[config.mk]
export PLATFORM = sky130hd
export DESIGN_NAME = prime_factorizer_flat
export DESIGN_NICKNAME = d
export VERILOG_FILES = /design/src/rtl/prime_factorizer_pkg.sv /design/src/rtl/prime_factorizer_if.sv /design/src/rtl/prime_factorizer_div_step.sv /design/src/rtl/prime_factorizer.sv /design/src/flat_wrapper.sv
export SDC_FILE = /design/constraint.sdc
export NUM_CORES = 1
export LEC_CHECK = 0
export CAP_MARGIN = 20
export CORE_ASPECT_RATIO = 0.75
export CORE_MARGIN = 5
export CORE_UTILIZATION = 57
export DETAILED_ROUTE_END_ITERATION = 10
export GPL_ROUTABILITY_DRIVEN = 0
export PLACE_DENSITY = 0.81
export SETUP_SLACK_MARGIN = 0.1
export SLEW_MARGIN = 0
export SYNTH_ARGS = -nofsm -noshare
export SYNTH_HDL_FRONTEND = slang
export SYNTH_SLANG_ARGS = --single-unit
[constraint.sdc]
create_clock -name i_clk -period 11.6 [get_ports i_clk]
set_clock_uncertainty 0.05 [all_clocks]
set_input_delay 2.32 -clock i_clk [delete_from_list [all_inputs] [get_ports i_clk]]
set_output_delay 2.32 -clock i_clk [all_outputs]
set_load 0.1 [all_outputs]
[src/rtl/prime_factorizer_pkg.sv]
// -----------------------------------------------------------------------------
// prime_factorizer_pkg
//   Shared definitions for the trial-division prime factorizer: default
//   widths and the FSM state encoding used by prime_factorizer.
// -----------------------------------------------------------------------------
package prime_factorizer_pkg;

    localparam int WIDTH_DEF = 8;   // number / factor / remainder / divisor width
    localparam int CNTW_DEF  = 4;   // factor count width, must hold WIDTH

    typedef enum logic [1:0] {
        ST_IDLE   = 2'd0,
        ST_CHECK  = 2'd1,
        ST_EMIT   = 2'd2,
        ST_FINISH = 2'd3
    } state_t;

endpackage

[src/rtl/prime_factorizer_if.sv]
// -----------------------------------------------------------------------------
// prime_factorizer_if
//   Job and factor-stream signals of the prime factorizer.
//   master : number source + factor consumer (drives start/number/factor_ready)
//   slave  : the factorizer (drives busy, factor stream, done, count, is_prime)
//   Signals:
//     start, number        job request, number sampled on accepted start
//     busy                 job in progress, start ignored while high
//     factor_valid/ready   valid/ready handshake for each prime factor
//     factor               current prime factor
//     done                 one-cycle pulse at job end
//     factor_count         factors emitted this job
//     is_prime             1 iff exactly one factor was emitted
// -----------------------------------------------------------------------------
interface prime_factorizer_if
    import prime_factorizer_pkg::*;
#(
    parameter int WIDTH = WIDTH_DEF,
    parameter int CNTW  = CNTW_DEF
);

    logic             start;
    logic [WIDTH-1:0] number;
    logic             busy;
    logic             factor_valid;
    logic             factor_ready;
    logic [WIDTH-1:0] factor;
    logic             done;
    logic [CNTW-1:0]  factor_count;
    logic             is_prime;

    modport master (
        output start, number, factor_ready,
        input  busy, factor_valid, factor, done, factor_count, is_prime
    );

    modport slave (
        input  start, number, factor_ready,
        output busy, factor_valid, factor, done, factor_count, is_prime
    );

endinterface

[src/rtl/prime_factorizer_div_step.sv]
// -----------------------------------------------------------------------------
// prime_div_step
//   Combinational divisor test for one trial-division step.
//   Ports:
//     i_rem    current remainder
//     i_div    current trial divisor
//     o_quot   i_rem / i_div
//     o_is_div i_div divides i_rem exactly
//     o_sq_gt  i_div*i_div > i_rem, evaluated at 2*WIDTH bits so 16*16 etc.
//              never wrap
// -----------------------------------------------------------------------------
module prime_div_step
    import prime_factorizer_pkg::*;
#(
    parameter int WIDTH = WIDTH_DEF
) (
    input  logic [WIDTH-1:0] i_rem,
    input  logic [WIDTH-1:0] i_div,
    output logic [WIDTH-1:0] o_quot,
    output logic             o_is_div,
    output logic             o_sq_gt
);

    logic [2*WIDTH-1:0] w_div_ext;
    logic [2*WIDTH-1:0] w_sq;

    always_comb begin
        w_div_ext = {{WIDTH{1'b0}}, i_div};
        w_sq      = w_div_ext * w_div_ext;
        o_sq_gt   = (w_sq > {{WIDTH{1'b0}}, i_rem});
        // Divisor is 0 only while idle after reset; keep the divider defined.
        if (i_div == '0) begin
            o_quot   = '0;
            o_is_div = 1'b0;
        end else begin
            o_quot   = i_rem / i_div;
            o_is_div = ((i_rem % i_div) == '0);
        end
    end

endmodule

[src/rtl/prime_factorizer.sv]
// -----------------------------------------------------------------------------
// prime_factorizer
//   Sequential trial-division factorizer. Accepts one number per job and
//   streams its prime factors in ascending order (repeated factors emitted
//   individually) over a valid/ready channel, then pulses done with the
//   factor count and a prime flag.
//   Ports:
//     i_clk    clock, rising edge
//     i_rst_n  asynchronous active-low reset, abandons any job without done
//     io_bus   prime_factorizer_if.slave (job request, factor stream, status)
// -----------------------------------------------------------------------------
module prime_factorizer
    import prime_factorizer_pkg::*;
#(
    parameter int WIDTH = WIDTH_DEF,
    parameter int CNTW  = CNTW_DEF
) (
    input  logic                 i_clk,
    input  logic                 i_rst_n,
    prime_factorizer_if.slave    io_bus
);

    state_t           r_state;
    logic [WIDTH-1:0] r_rem;
    logic [WIDTH-1:0] r_div;
    logic             r_last;
    logic [WIDTH-1:0] r_factor;
    logic             r_factor_valid;
    logic             r_busy;
    logic             r_done;
    logic [CNTW-1:0]  r_count;
    logic             r_is_prime;

    logic [WIDTH-1:0] w_quot;
    logic             w_is_div;
    logic             w_sq_gt;

    prime_div_step #(
        .WIDTH (WIDTH)
    ) u_div_step (
        .i_rem    (r_rem),
        .i_div    (r_div),
        .o_quot   (w_quot),
        .o_is_div (w_is_div),
        .o_sq_gt  (w_sq_gt)
    );

    always_ff @(posedge i_clk or negedge i_rst_n) begin
        if (!i_rst_n) begin
            r_state        <= ST_IDLE;
            r_rem          <= '0;
            r_div          <= '0;
            r_last         <= 1'b0;
            r_factor       <= '0;
            r_factor_valid <= 1'b0;
            r_busy         <= 1'b0;
            r_done         <= 1'b0;
            r_count        <= '0;
            r_is_prime     <= 1'b0;
        end else begin
            r_done <= 1'b0;
            case (r_state)
                ST_IDLE: begin
                    if (io_bus.start) begin
                        r_rem      <= io_bus.number;
                        r_div      <= WIDTH'(2);
                        r_count    <= '0;
                        r_is_prime <= 1'b0;
                        r_busy     <= 1'b1;
                        r_state    <= (io_bus.number < WIDTH'(2)) ? ST_FINISH : ST_CHECK;
                    end
                end
                ST_CHECK: begin
                    if (w_sq_gt) begin
                        // No divisor up to sqrt(rem): what is left is itself prime.
                        if (r_rem > WIDTH'(1)) begin
                            r_factor       <= r_rem;
                            r_last         <= 1'b1;
                            r_factor_valid <= 1'b1;
                            r_state        <= ST_EMIT;
                        end else begin
                            r_state <= ST_FINISH;
                        end
                    end else if (w_is_div) begin
                        // Divisor kept as is so a repeated factor is found again.
                        r_factor       <= r_div;
                        r_rem          <= w_quot;
                        r_last         <= 1'b0;
                        r_factor_valid <= 1'b1;
                        r_state        <= ST_EMIT;
                    end else begin
                        r_div <= r_div + WIDTH'(1);
                    end
                end
                ST_EMIT: begin
                    if (io_bus.factor_ready) begin
                        r_count        <= r_count + CNTW'(1);
                        r_factor_valid <= 1'b0;
                        r_state        <= r_last ? ST_FINISH : ST_CHECK;
                    end
                end
                ST_FINISH: begin
                    r_done     <= 1'b1;
                    r_is_prime <= (r_count == CNTW'(1));
                    r_busy     <= 1'b0;
                    r_state    <= ST_IDLE;
                end
                default: r_state <= ST_IDLE;
            endcase
        end
    end

    assign io_bus.busy         = r_busy;
    assign io_bus.factor_valid = r_factor_valid;
    assign io_bus.factor       = r_factor;
    assign io_bus.done         = r_done;
    assign io_bus.factor_count = r_count;
    assign io_bus.is_prime     = r_is_prime;

endmodule

[src/flat_wrapper.sv]
// flat-port wrapper written by rule: the top's interface ports become plain ports
module prime_factorizer_flat import prime_factorizer_pkg::*;
#(
    parameter int WIDTH = WIDTH_DEF,
    parameter int CNTW  = CNTW_DEF
)
  (i_clk, i_rst_n, io_bus_start, io_bus_number, io_bus_factor_ready, io_bus_busy, io_bus_factor_valid, io_bus_factor, io_bus_done, io_bus_factor_count, io_bus_is_prime);
  prime_factorizer_if #(.WIDTH(WIDTH), .CNTW(CNTW)) io_bus_i ();
  input  logic i_clk;
  input  logic i_rst_n;
  input wire logic [$bits(io_bus_i.start)-1:0] io_bus_start;
  input wire logic [$bits(io_bus_i.number)-1:0] io_bus_number;
  input wire logic [$bits(io_bus_i.factor_ready)-1:0] io_bus_factor_ready;
  output wire logic [$bits(io_bus_i.busy)-1:0] io_bus_busy;
  output wire logic [$bits(io_bus_i.factor_valid)-1:0] io_bus_factor_valid;
  output wire logic [$bits(io_bus_i.factor)-1:0] io_bus_factor;
  output wire logic [$bits(io_bus_i.done)-1:0] io_bus_done;
  output wire logic [$bits(io_bus_i.factor_count)-1:0] io_bus_factor_count;
  output wire logic [$bits(io_bus_i.is_prime)-1:0] io_bus_is_prime;
  assign io_bus_i.start = io_bus_start;
  assign io_bus_i.number = io_bus_number;
  assign io_bus_i.factor_ready = io_bus_factor_ready;
  assign io_bus_busy = io_bus_i.busy;
  assign io_bus_factor_valid = io_bus_i.factor_valid;
  assign io_bus_factor = io_bus_i.factor;
  assign io_bus_done = io_bus_i.done;
  assign io_bus_factor_count = io_bus_i.factor_count;
  assign io_bus_is_prime = io_bus_i.is_prime;
  prime_factorizer #(.WIDTH(WIDTH), .CNTW(CNTW)) u_core (.i_clk(i_clk), .i_rst_n(i_rst_n), .io_bus(io_bus_i));
endmodule
* Word level (Yosys, flattened, before mapping)
Cells that the tools add are included.
Word-level totals: word-level logic and storage cells 81, register bits after elaboration 35, input bits 12, output and inout bits 16
Cells by class: add/subtract/negate cells 2, reduce and logical (&&, ||, !) cells 15, divide/modulo/power cells 2, multipliers 1, magnitude comparators 3, mux-type cells 36, equal/unequal tests 12
Operators with widths (count):
- $mux 8 | 10
- $pmux 8 s2 | 2
- $gt 16x8->1 | 1
- $logic_not 8->1 | 2
- $mul 8x8->16 | 1
- $mux 2 | 6
- $reduce_and 4->1 | 3
- $mux 1 | 11
- $ne 2x2->1 const B | 5
- $reduce_bool 2->1 | 5
- $reduce_and 3->1 | 3
- $add 8x1->8 const B | 1
- $div 8x8->8 | 1
- $gt 8x1->1 const B | 1
- $lt 8x2->1 const B | 1
- $mod 8x8->8 | 1
- $mux 4 | 2
- $pmux 2 s4 | 1
- $pmux 4 s2 | 1
- $pmux 1 s2 | 3
- $add 4x1->4 const B | 1
- $eq 2x2->1 const B | 2
- $eq 4x1->1 const B | 1
- $ne 3x2->1 const B | 1
- 5 further kinds | 5

* Depth between registers and ports, before layout
Gate-level depths: netlist of run 1.
depth in word-level cells 6, gate-level depth with buffers 53

* Hierarchy
From an unflattened synthesis of run 1, not the netlist that was laid out.
Second synthesis, totals: cells, all modules 646, area, all modules 5457.7 µm²
Modules (own cells, without submodules):
- prime_div_step | sequential area each 0.0 µm², instances 1, area each 3656.0 µm², cells an instance 477
- prime_factorizer | sequential area each 875.8 µm², instances 1, area each 1801.7 µm², cells an instance 169

* Worst setup path after synthesis of run 1
Ideal clock, no wire load.
path type register to register, start point register u_core.r_div[4], end point register u_core.r_factor[0], in the netlist u_core.io_bus.factor[0], cell stages (with the launch flop) 51, clock period less this slack 12.233 ns, slack -0.633 ns, library setup time 0.126 ns, arrival time 12.056 ns, required time 11.424 ns, buffers on the path 2, cell sequence dfrtp_1 buf_6 or4_4 buf_6 nor3_1 nor2_1 a21oi_1 ha_1 or4b_2 a311oi_1 o21bai_1 inv_1 ha_1 o211ai_1 a211oi_4 mux2i_1 ha_1 o211a_1 [15 not listed] a21oi_1 ha_1 a21oi_1 a21oi_1 o31ai_2 nand2_1 o21ai_0 ha_1 and2_1 o21ai_0 nand3b_1 xor2_1 or4_1 nor4_1 o21a_1 nand3_2 a21oi_4 mux2_4
Between the ends: longest elaborated chain between the ends 5, elaborated cells between the ends (all ways) 10, classes of those cells mul: 1; div: 1; order compare: 1; eq/ne: 1; mux: 2; reduce/logical: 4
Ends and longest elaborated chain:
- start: declaration | RTL line prime_factorizer.sv:25 | logic [WIDTH-1:0] r_div;
- start signal: assignment | RTL line prime_factorizer.sv:92 | r_div <= r_div + WIDTH'(1);
- $mod 8x8->8 | RTL line prime_factorizer_div_step.sv:37 | o_is_div = ((i_rem % i_div) == '0);
- $logic_not 8->1 | RTL line prime_factorizer_div_step.sv:37
- $mux 1 | RTL line prime_factorizer_div_step.sv:32 | if (i_div == '0) begin
- $reduce_bool 2->1 (no line)
- $reduce_and 3->1 (no line)
- end signal: assignment | RTL line prime_factorizer.sv:77 | r_factor <= r_rem;
- end signal: assignment | RTL line prime_factorizer.sv:86 | r_factor <= r_div;
- end: declaration | RTL line prime_factorizer.sv:27 | logic [WIDTH-1:0] r_factor;
Parallel ways exist; a longest one is shown, timed or not. A chain may end at the register's enable or synchronous reset.

* Worst setup path in the final report of run 1
start point register u_core.r_div[4], end point register u_core.r_factor[5], in the netlist u_core.io_bus.factor[5]
The elaborated chain is that of the path after synthesis.

==> results by stage, run 1 <==
STA:
- The max-slew violation count was 0.
- Setup repair after global routing could not meet its margin everywhere.
- The number of failing hold endpoints at the final stage was 0.
- After layout, the worst path uses 102.2% of the clock period.
- The minimum clock period after layout is 11.86 ns.
- The final setup slack of the worst path is -0.2554 ns.
- The highest clock frequency the design can meet is 84.35 MHz.
- Setup violations remaining at the end of the flow were counted as 27.
- Measured against its own limit, the worst slew margin works out to 34.63%.
- The actual transition at the worst max-transition pin is 0.9776 ns.

Clocking:
- The buffer depth of the longest clock path is 2.
- The number of clock sinks is 35.
- The clock tree from TritonCTS is done.
- The hold-fix buffer count after cts is 0.
- Clock tree synthesis selected as its root buffer the cell sky130_fd_sc_hd__clkbuf_16.
- The CTS buffer count is 5.
- Clock-pin slew was measured on the worst setup and hold paths at 0.06 ns.
- The H-tree was split into 2 levels.
- The clock latency at the later pin of the worst-skew pair is 0.28 ns.

Placed design:
- Buffers placed on the I/O ports in this run total 27.
- The placement-stage cell area is 6226 sq um.
- The half-perimeter wire length of the detailed placement result is 12,370 um.

Critical path:
- The cell with the biggest individual delay on the critical path is sky130_fd_sc_hd__or4_4.
- The depth of the worst register-to-register path is 49.
- Of all nets on the critical path, the largest fanout is 8.
- The number of cells on the critical path is 49.
- The required time at the worst-slack endpoint is 11.71 ns.
- The terminus of the critical flop-to-flop path is u_core.io_bus.factor[5]$_DFFE_PN0P_.
- The type of element launching the critical path is a flip-flop.
- The worst setup path is captured at a flip-flop.
- For flop-to-flop paths, the worst setup slack is -0.26 ns.
- For this run, the slowest stage of the critical path takes 0.56 ns.
- The kind of cell with the highest combined delay along the critical path is compound AO/OA/AOI/OAI gates.
- The launching point of the worst reg2reg path is u_core.r_div[4]$_DFFE_PN0P_.
- The arrival time of data at the critical path endpoint is 11.97 ns.
- The setup path with the least slack is of type reg2reg.
- The number of buffers and inverters on the critical path is 4.

Yosys:
- Counting flops with an async set or reset pin after synthesis yields a share of 100.0%.
- The flip-flop and latch count after synthesis is 35.
- The proportion of synthesized chip area in sequential cells is 15.79%.
- During synthesis, Yosys emitted a total of 0 warnings.
- The synthesized design contains 0 enable-type register cells.
- The average footprint of a synthesized cell is 8.341 sq um.
- Of the total synthesized cell area, the portion taken by full adders, half adders and majority gates is 27.66%.
- After technology mapping, the gate count stands at 665.
- Summing every instance area after synthesis gives 5547 sq um.
- The largest family of logic cells by synthesized area is adder cells.
- Ranked by total cell area, the synthesized netlist is headed by sky130_fd_sc_hd__ha_1 (18%), sky130_fd_sc_hd__dfrtp_1 (16%), sky130_fd_sc_hd__fa_1 (9.4%), sky130_fd_sc_hd__inv_1 (4.9%), sky130_fd_sc_hd__nor2_1 (3.7%).
- Summed over its instances, the top area cell type makes up 18.27% of the synthesized netlist area.
- Of the total synthesized cell area, the portion taken by XOR and XNOR cells is 3.948%.
- The simple-gate area share of the yosys netlist is 18.29%.
- The portion of synthesized area spent on multiplexers is 4.760%.
- The synthesized netlist devotes 22.72% of its cell area to compound gates.
- The distinct cell type count of the synthesized netlist is 79.
- The largest area contributor in the netlist is sky130_fd_sc_hd__ha_1.
- The synthesized net count is 784.
- Among all flip-flop cells after synthesis, the most frequent one is sky130_fd_sc_hd__dfrtp_1.

Die:
- The area of the core is 9580 sq um.
- The floorplan step set the die width to 123.9 um.
- From bottom edge to top edge, the die measures 95.43 um.
- The initial core utilization is 57.89%.
- During I/O placement, the number of pins put on the boundary was 28.
- The floorplan has 31 rows.
- The area enclosed by the die boundary is 11,820 sq um.

Cells and area:
- The number of diodes added for antenna fixing is 0.
- Compared with the post-synthesis result, the final layout area differs by 30.75%.
- The final layout contains 882 nets.
- The number of fill cells in the layout is 640.
- Summing all non-filler instances in the final layout gives an area of 7252 sq um.
- Cells with a size suffix above 1 make up 26.34% of the layout.

Global routing:
- The total grt overflow is 0.
- The number of antenna violations at the first check in global routing is 0.
- The first-pass GRT wire length is 27,120 um.
- The global-route usage over all layers is 28.64%.
- Entering global routing, the biggest net connects 36 pins.
- The number of global-route vias before repair is 5,532.

Min path:
- The number of instances on the worst hold path is 1.
- For hold timing, the worst endpoint is u_core.io_bus.factor[6]$_DFFE_PN0P_.
- The tightest min-delay check is of the reg2reg type.
- The worst hold path begins at u_core.io_bus.factor[6]$_DFFE_PN0P_.

Routing:
- The final route contains 5,870 vias.
- The total iterations of the first detailed-routing run is 6.
- The count of nets left with antenna violations once routing finished came out at 0.
- Dividing the detail-routed wire length by the instance count gives 20.47 um.
- The number of DRC violations after detailed-routing iteration 0 is 698.
- Using the TritonRoute via totals, the vias-per-cell ratio works out to 6.559.
- After detailed routing, the number of remaining DRC violations is 0.
- The total detailed-routing wirelength is 18,320 um.

Outcome:
- The checks that failed: setup timing.
- The run finished, with violations left.

Job:
- The max-cap check violation count is 0.
## worst max-delay path by stage
stage                                startpoint                                   to  slack [ns]
floorplan           u_core.r_div[4]$_DFFE_PN0P_  u_core.io_bus.factor[0]$_DFFE_PN0P_        0.13
global placement    u_core.r_div[6]$_DFFE_PN0P_  u_core.io_bus.factor[3]$_DFFE_PN0P_       -0.10
detailed placement  u_core.r_div[6]$_DFFE_PN0P_  u_core.io_bus.factor[4]$_DFFE_PN0P_       -0.49
CTS                 u_core.r_div[5]$_DFFE_PN0P_  u_core.io_bus.factor[5]$_DFFE_PN0P_        0.11
global route        u_core.r_div[4]$_DFFE_PN0P_  u_core.io_bus.factor[4]$_DFFE_PN0P_       -0.54
finish              u_core.r_div[4]$_DFFE_PN0P_  u_core.io_bus.factor[5]$_DFFE_PN0P_       -0.26
## repair_timing
item,in CTS,in global routing
setup endpoints to repair,28,28
buffers inserted,24,28
gates cloned,0,1
pin swaps,27,45
gates resized for setup,24,68
## cell usage in the layout, fill, tap and decap left out, types with 5 or more instances in the layout
| cell | instances |
|---|---|
| sky130_fd_sc_hd__nand2_1 | 47 |
| sky130_fd_sc_hd__a21oi_1 | 25 |
| sky130_fd_sc_hd__nand3_1 | 15 |
| sky130_fd_sc_hd__buf_4 | 76 |
| sky130_fd_sc_hd__a211oi_1 | 5 |
| sky130_fd_sc_hd__xnor2_1 | 17 |
| sky130_fd_sc_hd__xor2_1 | 6 |
| sky130_fd_sc_hd__mux2i_1 | 5 |
| sky130_fd_sc_hd__clkbuf_16 | 5 |
| sky130_fd_sc_hd__nand4_1 | 6 |
| sky130_fd_sc_hd__o211ai_1 | 7 |
| sky130_fd_sc_hd__nor4_1 | 6 |
| sky130_fd_sc_hd__o21a_1 | 10 |
| sky130_fd_sc_hd__dfrtp_1 | 35 |
| sky130_fd_sc_hd__and3_1 | 10 |
| sky130_fd_sc_hd__o21ai_0 | 31 |
| sky130_fd_sc_hd__o21ai_1 | 5 |
| sky130_fd_sc_hd__nor3_1 | 17 |
| sky130_fd_sc_hd__or3_1 | 5 |
| sky130_fd_sc_hd__ha_4 | 11 |
| sky130_fd_sc_hd__a22oi_2 | 5 |
| sky130_fd_sc_hd__mux2_4 | 12 |
| sky130_fd_sc_hd__ha_2 | 5 |
| sky130_fd_sc_hd__clkdlybuf4s50_1 | 27 |
| sky130_fd_sc_hd__inv_1 | 68 |
| sky130_fd_sc_hd__nor2_1 | 51 |
| sky130_fd_sc_hd__fa_1 | 25 |
| sky130_fd_sc_hd__ha_1 | 65 |
| sky130_fd_sc_hd__buf_6 | 8 |
| sky130_fd_sc_hd__o22ai_1 | 7 |
## layout make-up
class                      instances  area, sq um  area share, %
sequential                        35        875.8          12.08
clock inverter                     1        5.005        0.06901
inverter                          74        280.3          3.865
multi-input combinational        535         4836          66.68
timing repair buffer             112        950.9          13.11
clock buffer                       6        138.9          1.915
tap                              132        165.2          2.277
## routing by layer
metal / wire length, um / global-route usage [%] / up-vias / share of wire, %
met3: 1621 / 4.923 / 94 / 8.8
met5: 0 / 0 / - / 0
li1: - / - / 2597 / -
met2: 8509 / 46.92 / 379 / 46
met1: 7543 / 39.73 / 2800 / 41
met4: 649 / 6.563 / 0 / 3.5
## synth_stat cells (6+ instances only)
library cell / count
sky130_fd_sc_hd__ha_1: 81
sky130_fd_sc_hd__mux2_4: 9
sky130_fd_sc_hd__a22oi_1: 9
sky130_fd_sc_hd__xor2_1: 6
sky130_fd_sc_hd__and3_1: 10
sky130_fd_sc_hd__xnor2_1: 19
sky130_fd_sc_hd__a21oi_1: 32
sky130_fd_sc_hd__nor3_1: 20
sky130_fd_sc_hd__o22ai_1: 7
sky130_fd_sc_hd__nand2_1: 51
sky130_fd_sc_hd__nand3_1: 16
sky130_fd_sc_hd__dfrtp_1: 35
sky130_fd_sc_hd__inv_1: 72
sky130_fd_sc_hd__nand4_1: 6
sky130_fd_sc_hd__nor4_1: 8
sky130_fd_sc_hd__clkbuf_1: 17
sky130_fd_sc_hd__nor2_1: 55
sky130_fd_sc_hd__fa_1: 26
sky130_fd_sc_hd__o211ai_1: 7
sky130_fd_sc_hd__o21a_1: 14
sky130_fd_sc_hd__o21ai_0: 36
## worst register-to-register path: cells and delay by family, from the launching register on
family                     cells  cell delay (ns)
DFF                            1             0.40
xor gates and xnor gates       1             0.13
and+or+nand+nor               12             2.87
AOI/OAI and AO/OA             22             4.79
muxes                          3             0.96
adders and majority gates      7             2.01
buffers and inverters          4             0.55
## sequential cells by signal, indices dropped and copies added (netlist names)
register and count:
u_core.r_last 1, u_core.r_rem 8, u_core.io_bus.factor_count 4, u_core.io_bus.done 1, u_core.io_bus.factor 8, u_core.io_bus.busy 1
u_core.io_bus.is_prime 1, u_core.io_bus.factor_valid 1, u_core.r_state 2, u_core.r_div 8
## stage by stage
stage               cells  TNS, ns  hold slack, ns  utilization [%]  setup slack (ns)
floorplan             665        0          0.4170                -            0.1284
global placement      835  -0.9555          0.4337            64.99           -0.1048
detailed placement    835   -8.586          0.4416            64.99           -0.4904
CTS                   866        0          0.4644            69.95            0.1091
global route          895   -12.54          0.4897            75.70           -0.5433
finish                895   -4.686          0.4631            75.70           -0.2554
## kinds of logic (layout without fill, tap and decap cells)
family,after synthesis,after routing
AO/OA/AOI/OAI,176,177
flip-flops,35,35
adder cells (fa/ha/maj),107,107
AND/OR/NAND/NOR,205,205
XOR/XNOR,25,25
buffers and inverters,96,193
multiplexers,21,21
Power of run 1 is left out: the tool's default activity adds up to more than one toggle a clock period on the data nets, which glitch-free logic cannot reach.
==> run 2: changes to the inputs <==
--- a/config.mk
+++ b/config.mk
@@ -9,6 +9,7 @@
 export CORE_ASPECT_RATIO = 0.75
 export CORE_MARGIN = 5
 export CORE_UTILIZATION = 57
+export CTS_CLUSTER_DIAMETER = 40
 export DETAILED_ROUTE_END_ITERATION = 10
 export GPL_ROUTABILITY_DRIVEN = 0
 export PLACE_DENSITY = 0.81
==> results of run 2 <==
Same layout as run 1: the final DEF is identical, and so are final timing and power.
Power of run 2 is left out for the same reason.
